**src/rtl/csi_sequence_parser.sv**
```systemverilog
// Byte-stream ANSI/VT100 parser: emits CHAR, ESC and CSI command records with numeric parameters.
// Latency 1 cycle (registered record); no backpressure, accepts one byte per cycle.
module csi_sequence_parser #(
    parameter int MAX_PARAMS = 4,
    parameter int PARAM_W    = 8,
    parameter int CNT_W      = $clog2(MAX_PARAMS + 1)
) (
    input  logic                          clk,
    input  logic                          rst,
    input  logic [7:0]                    data,
    input  logic                          dataReady,
    output logic                          commandReady,
    output logic [1:0]                    commandClass,
    output logic [7:0]                    finalByte,
    output logic                          isPrivate,
    output logic [CNT_W-1:0]              paramCount,
    output logic [MAX_PARAMS*PARAM_W-1:0] params,
    output logic                          paramOverflow
);
    localparam logic [2:0] S_GROUND    = 3'd0;
    localparam logic [2:0] S_ESCAPE    = 3'd1;
    localparam logic [2:0] S_CSI_ENTRY = 3'd2;
    localparam logic [2:0] S_CSI_PARAM = 3'd3;
    localparam logic [2:0] S_CSI_IGN   = 3'd4;

    localparam int                 ACC_W   = PARAM_W + 4;
    localparam logic [ACC_W-1:0]   ACC_MAX = {4'b0000, {PARAM_W{1'b1}}};
    localparam logic [CNT_W-1:0]   IDX_MAX = CNT_W'(MAX_PARAMS);
    localparam int                 SLOT_W  = MAX_PARAMS * PARAM_W;

    logic [2:0]        state, n_state;
    logic [ACC_W-1:0]  acc, n_acc;
    logic [CNT_W-1:0]  idx, n_idx;
    logic [SLOT_W-1:0] slots, n_slots;
    logic              priv, n_priv;
    logic              ovf, n_ovf;
    logic              seen, n_seen;

    logic              is_digit, is_sep, is_final, is_abort, is_esc, is_c0;
    logic [ACC_W-1:0]  acc_calc, acc_sat;
    logic [SLOT_W-1:0] closed_slots;
    logic              close_ovf;
    logic [CNT_W-1:0]  idx_inc;

    logic              em;
    logic [1:0]        em_class;
    logic              em_priv, em_ovf;
    logic [CNT_W-1:0]  em_count;
    logic [SLOT_W-1:0] em_params;

    assign is_digit = (data >= 8'h30) && (data <= 8'h39);
    assign is_sep   = (data == 8'h3B);
    assign is_final = (data >= 8'h40) && (data <= 8'h7E);
    assign is_abort = (data == 8'h18) || (data == 8'h1A);
    assign is_esc   = (data == 8'h1B);
    assign is_c0    = (data < 8'h20) && !is_esc && !is_abort;

    // acc*10 + digit; acc never exceeds ACC_MAX so this cannot wrap ACC_W bits
    assign acc_calc = {acc[ACC_W-4:0], 3'b000} + {acc[ACC_W-2:0], 1'b0}
                    + {{(ACC_W-4){1'b0}}, data[3:0]};
    assign acc_sat  = (acc_calc > ACC_MAX) ? ACC_MAX : acc_calc;

    // Closing the open field: idx saturates at MAX_PARAMS, which doubles as "no slot left"
    always_comb begin
        closed_slots = slots;
        for (int i = 0; i < MAX_PARAMS; i++) begin
            if (idx == CNT_W'(i))
                closed_slots[i*PARAM_W +: PARAM_W] = acc[PARAM_W-1:0];
        end
    end
    assign close_ovf = ovf | (idx == IDX_MAX);
    assign idx_inc   = (idx == IDX_MAX) ? idx : idx + CNT_W'(1);

    always_comb begin
        n_state   = state;
        n_acc     = acc;
        n_idx     = idx;
        n_slots   = slots;
        n_priv    = priv;
        n_ovf     = ovf;
        n_seen    = seen;
        em        = 1'b0;
        em_class  = 2'd0;
        em_priv   = 1'b0;
        em_ovf    = 1'b0;
        em_count  = '0;
        em_params = '0;
        if (dataReady) begin
            case (state)
                S_GROUND: begin
                    if (is_esc) n_state = S_ESCAPE;
                    else        em = 1'b1;
                end
                S_ESCAPE: begin
                    if (data == 8'h5B) begin
                        n_state = S_CSI_ENTRY;
                        n_acc   = '0;
                        n_idx   = '0;
                        n_slots = '0;
                        n_priv  = 1'b0;
                        n_ovf   = 1'b0;
                        n_seen  = 1'b0;
                    end else if (is_esc) begin
                        n_state = S_ESCAPE;
                    end else if (data >= 8'h30 && data <= 8'h7E) begin
                        em       = 1'b1;
                        em_class = 2'd1;
                        n_state  = S_GROUND;
                    end else begin
                        n_state = S_GROUND;
                    end
                end
                S_CSI_ENTRY, S_CSI_PARAM: begin
                    if (is_esc) begin
                        n_state = S_ESCAPE;
                    end else if (is_abort) begin
                        n_state = S_GROUND;
                    end else if (is_c0) begin
                        n_state = state;
                    end else if (is_digit) begin
                        n_acc   = acc_sat;
                        n_seen  = 1'b1;
                        n_state = S_CSI_PARAM;
                    end else if (is_sep) begin
                        n_slots = closed_slots;
                        n_ovf   = close_ovf;
                        n_idx   = idx_inc;
                        n_acc   = '0;
                        n_seen  = 1'b1;
                        n_state = S_CSI_PARAM;
                    end else if (is_final) begin
                        // seen=0 means no digit or separator yet: zero fields
                        em        = 1'b1;
                        em_class  = 2'd2;
                        em_priv   = priv;
                        em_params = seen ? closed_slots : slots;
                        em_ovf    = seen ? close_ovf : ovf;
                        em_count  = seen ? idx_inc : '0;
                        n_state   = S_GROUND;
                    end else if (data == 8'h3F && state == S_CSI_ENTRY) begin
                        n_priv  = 1'b1;
                        n_state = S_CSI_PARAM;
                    end else begin
                        n_state = S_CSI_IGN;
                    end
                end
                S_CSI_IGN: begin
                    if (is_final || is_abort) n_state = S_GROUND;
                    else if (is_esc)          n_state = S_ESCAPE;
                end
                default: n_state = S_GROUND;
            endcase
        end
    end

    always_ff @(posedge clk) begin
        if (!rst) begin
            state         <= S_GROUND;
            acc           <= '0;
            idx           <= '0;
            slots         <= '0;
            priv          <= 1'b0;
            ovf           <= 1'b0;
            seen          <= 1'b0;
            commandReady  <= 1'b0;
            commandClass  <= 2'd0;
            finalByte     <= 8'h00;
            isPrivate     <= 1'b0;
            paramCount    <= '0;
            params        <= '0;
            paramOverflow <= 1'b0;
        end else begin
            state        <= n_state;
            acc          <= n_acc;
            idx          <= n_idx;
            slots        <= n_slots;
            priv         <= n_priv;
            ovf          <= n_ovf;
            seen         <= n_seen;
            commandReady <= em;
            if (em) begin
                commandClass  <= em_class;
                finalByte     <= data;
                isPrivate     <= em_priv;
                paramCount    <= em_count;
                params        <= em_params;
                paramOverflow <= em_ovf;
            end
        end
    end
endmodule

```
**config.mk**
```make
export PLATFORM = sky130hd
export DESIGN_NAME = csi_sequence_parser
export DESIGN_NICKNAME = d
export VERILOG_FILES = /design/src/rtl/csi_sequence_parser.sv
export SDC_FILE = /design/constraint.sdc
export NUM_CORES = 1
export LEC_CHECK = 0
export ABC_AREA = 1
export CAP_MARGIN = 15
export CORE_ASPECT_RATIO = 1.5
export CORE_MARGIN = 2
export CORE_UTILIZATION = 57
export DETAILED_ROUTE_END_ITERATION = 10
export PLACE_DENSITY = 0.8
export RECOVER_POWER = 25
export REMOVE_ABC_BUFFERS = 1
export SKIP_LAST_GASP = 1
export SYNTH_ARGS = -nofsm -noshare
export SYNTH_HDL_FRONTEND = slang
export SYNTH_SLANG_ARGS = --single-unit
```
**constraint.sdc**
```tcl
create_clock -name clk -period 3.26 [get_ports clk]
set_input_delay 0.652 -clock clk [delete_from_list [all_inputs] [get_ports clk]]
set_output_delay 0.652 -clock clk [all_outputs]
set_load 0.01 [all_outputs]
```
==> summary.md <==
| Metric | Value |
|---|---|
| RSZ-0062 raised after global routing | false |
| Final Hold Viols | 0 |
| Post-synth ARST share | 0 |
| Biggest cell delay along the critical path | around 0.54 ns |
| CORE AREA | approximately 9600 sq um |
| WS Path Type | input port to flip-flop |
| CP cell instances | clkdlybuf4s50_1, inv_1, fa_1, inv_1, fa_1, nand2_1, nand2_1, nand2_1, nand2_1, nand2_1, nand2_1, nor2_1, buf_4, nand3_1, nand2_1, a21oi_1 |
| Max_slew headroom | 0.439 |
| Gpl congestion | a little under 0.9 |
| Leak pwr | about 2.5 nW |
| CP arrival | between 3 and 4 ns |
| Status | finished, final reports clean |
| Initial Util | 0.577 |
| Vias per cell | approximately 5.6 |
| Cells after synthesis | slightly above 800 |
| Share of layout cells above drive strength 1 | 0.0832 |
| Rows | 44 |
| Final TNS setup | 0 ns |
| Root buf cell | clkbuf_16 |
| Most frequent cell after synthesis | nand2_1 |
| CP Capture Type | flip-flop |
| Clk buf depth | 2 |
| Critical Path End | acc[5] |
| Worst-path clk slew | around 0.06 ns |
| Final setup fails | 0 |
| Input/output buffers | 58 |
| Initial antenna violation count | 0 |
| Synth Warn # | 0 |
| Die area | 10500 sq um |
| Worst-margin pin slew | ~0.84 ns |
| RR Endpoint | acc[5] |
| Routed Antenna Nets | 0 |
| Layout fillers | around 860 |
| Area grow syn2layout | 17.1% |
| Total CTS buffers | 9 |
| Largest net degree at the start of global routing | 86 |
| Netlist cell types | 30 |
| Cell Area, Synth | between 5000 and 6000 sq um |
| TritonCTS clock tree | yes |
| Resized Gates After CTS | 0 |
| Via count | ~5500 |
| Dominant cell type by area after synthesis | dfxtp_1 |
| Top post-synthesis cells by area | dfxtp_1 (36%), nand2_1 (15%), a21oi_1 (10%) |
| Clk_lat worst skew | approximately 0.34 ns |
| Yosys reg bits | 100 |
| Hold buffer count at cts | 0 |
| Top_reg_cell synth | dfxtp_1 |
| Fin crit share | 0.898 |
| Crit path from | data[3] |
| Final worst setup slack | 0.332 ns |
| Pwr dens | between 300 and 400 nW/um^2 |
| Synth cell count leaders | nand2_1 (225), a21oi_1 (111), nor2_1 (109) |
| Layout Nets | about 900 |
| MaxCap Viol Count | 0 |
| Worst Reg2Reg Path Length in Cells | 15 |
| Kind of start point of the critical path | input port |
| Sequential area share after synthesis | 0.362 |
| Final WL | 13900 um |
| N_diodes | 0 |
| Hpwl dp | between 9000 and 10000 um |
| Routed WL per cell | 14.2 um |
| Slowest stage cell on the critical path | fa_1 |
| Yosys top cell area share | 0.362 |
| Die Y | approximately 120 um |
| Num Clock Sinks | 100 |
| DR pass1 iterations | 5 |
| H-tree depth | 3 |
| Core Util, Final | 0.676 |
| First-pass GRT wire length | roughly 24000 um |
| Initial DRC Count | roughly 330 |
| Final worst path period need | slightly below 3 ns |
| Max Transition Viols Final | 0 |
| Vias in the first global route | 5183 |
| Flop2flop setup slack | approximately 0.66 ns |
| I/O pins | 59 |
| Fmax | ~340 MHz |
| Crit path max fanout | 8 |
| Most used cell, CP | nand2_1 |
| Clk_skew | between 0.007 and 0.008 ns |
| Setup bufs post-CTS | 0 |
| Gr usage total | 0.269 |
| EDFF count, synth | 0 |
| Hold Crit Class | flip-flop to flip-flop |
| VDD IR-drop max | 285 uV |
| Placement Setup Slack | -0.00477 ns |
| Worst Path Required | 3.47 ns |
| Die Width | between 80 and 90 um |
| Syn Area/Cell | around 6.7 sq um |
| DRC | 0 |
| GR Overflow Total | 0 |
| Reg-to-reg startpoint | acc[2] |
[cell usage in the layout, fill, tap and decap left out, types with 2 or more instances in the layout]
cell,instances
a21oi_2,10
nand2_1,225
o21ai_2,2
clkinvlp_4,2
o2111ai_1,30
nand2_2,14
inv_2,6
inv_1,61
nor2_2,4
buf_12,3
xor2_1,2
buf_4,13
dfxtp_1,99
clkbuf_16,9
dlygate4sd3_1,37
nor3_1,3
clkdlybuf4s50_1,21
xnor2_1,3
clkinv_2,4
nand3_1,36
o21ai_0,18
nand4_1,9
fa_1,2
ha_1,23
nor2_1,109
a21oi_1,111
[metrics by stage]
stage	hold WS [ns]	instance area [sq um]	power (mW)	cells
3_5_place_dp	0.429	6200	1.38	964
2_1_floorplan	0.419	5320	1.32	775
5_1_grt	0.472	6470	2.40	980
4_1_cts	0.438	6470	2.35	980
6_report	0.438	6470	2.33	980
3_3_place_gp	0.428	6200	1.38	964
[layout make-up]
type | count | area [sq um] | share of cell area
multi-input cells | 607 | 3060 | 0.473
flip-flops and latches | 100 | 2000 | 0.310
repair buffers | 74 | 738 | 0.114
inverters | 68 | 255 | 0.0394
clock buffers | 9 | 225 | 0.0348
well taps | 115 | 144 | 0.0222
clock inverters | 7 | 43.8 | 0.00677
[state kept, by name (all words and copies together), names as in the netlist, 2 cells and up]
register      flops
acc              11
commandClass      2
finalByte         8
idx               3
paramCount        3
params           32
slots            32
state             3
[worst min path at each step]
stage               startpoint  endpoint  slack, ns  cells past startpoint
floorplan               acc[9]    acc[9]       0.42                      2
global placement        acc[9]    acc[9]       0.43                      2
detailed placement      acc[9]    acc[9]       0.43                      2
CTS                     acc[9]    acc[9]       0.44                      2
global route            acc[9]    acc[9]       0.47                      2
finish                  acc[9]    acc[9]       0.44                      2
[report_power, final]
part / total, mW / internal [mW] / switching (mW) / leakage [nW]
Clock: 0.973 / 0.513 / 0.460 / 0.131
Combinational: 0.121 / 0.0415 / 0.0791 / 1.57
Sequential: 1.23 / 1.23 / 0.00316 / 0.808
Total: 2.33 / 1.78 / 0.542 / 2.51
[worst max-delay path, delay by kind of cell]
family                     cells  cell delay (ns)
AOI/OAI and AO/OA              1             0.06
adders and majority gates      2             1.02
buffers and inverters          4             0.77
and+or+nand+nor                9             0.63
[kinds of logic after synthesis]
kind of cell	Yosys count	share of synthesized area
flip-flops	100	0.362
buffers and inverters	112	0.0836
XOR/XNOR	5	0.00793
AND/OR/NAND/NOR	404	0.301
adder cells (fa/ha/maj)	25	0.0593
AO/OA/AOI/OAI	173	0.186
[metal layers]
layer | part of all wire | global-route usage | up-vias
met1 | 0.41 | 0.326 | 2500
met3 | 0.048 | 0.0345 | 33
met2 | 0.52 | 0.477 | 183
met4 | 0.025 | 0.105 | 0
li1 | - | - | 2769
met5 | 0 | 0 | -
Note: power is estimated with default switching activity, not from simulation.
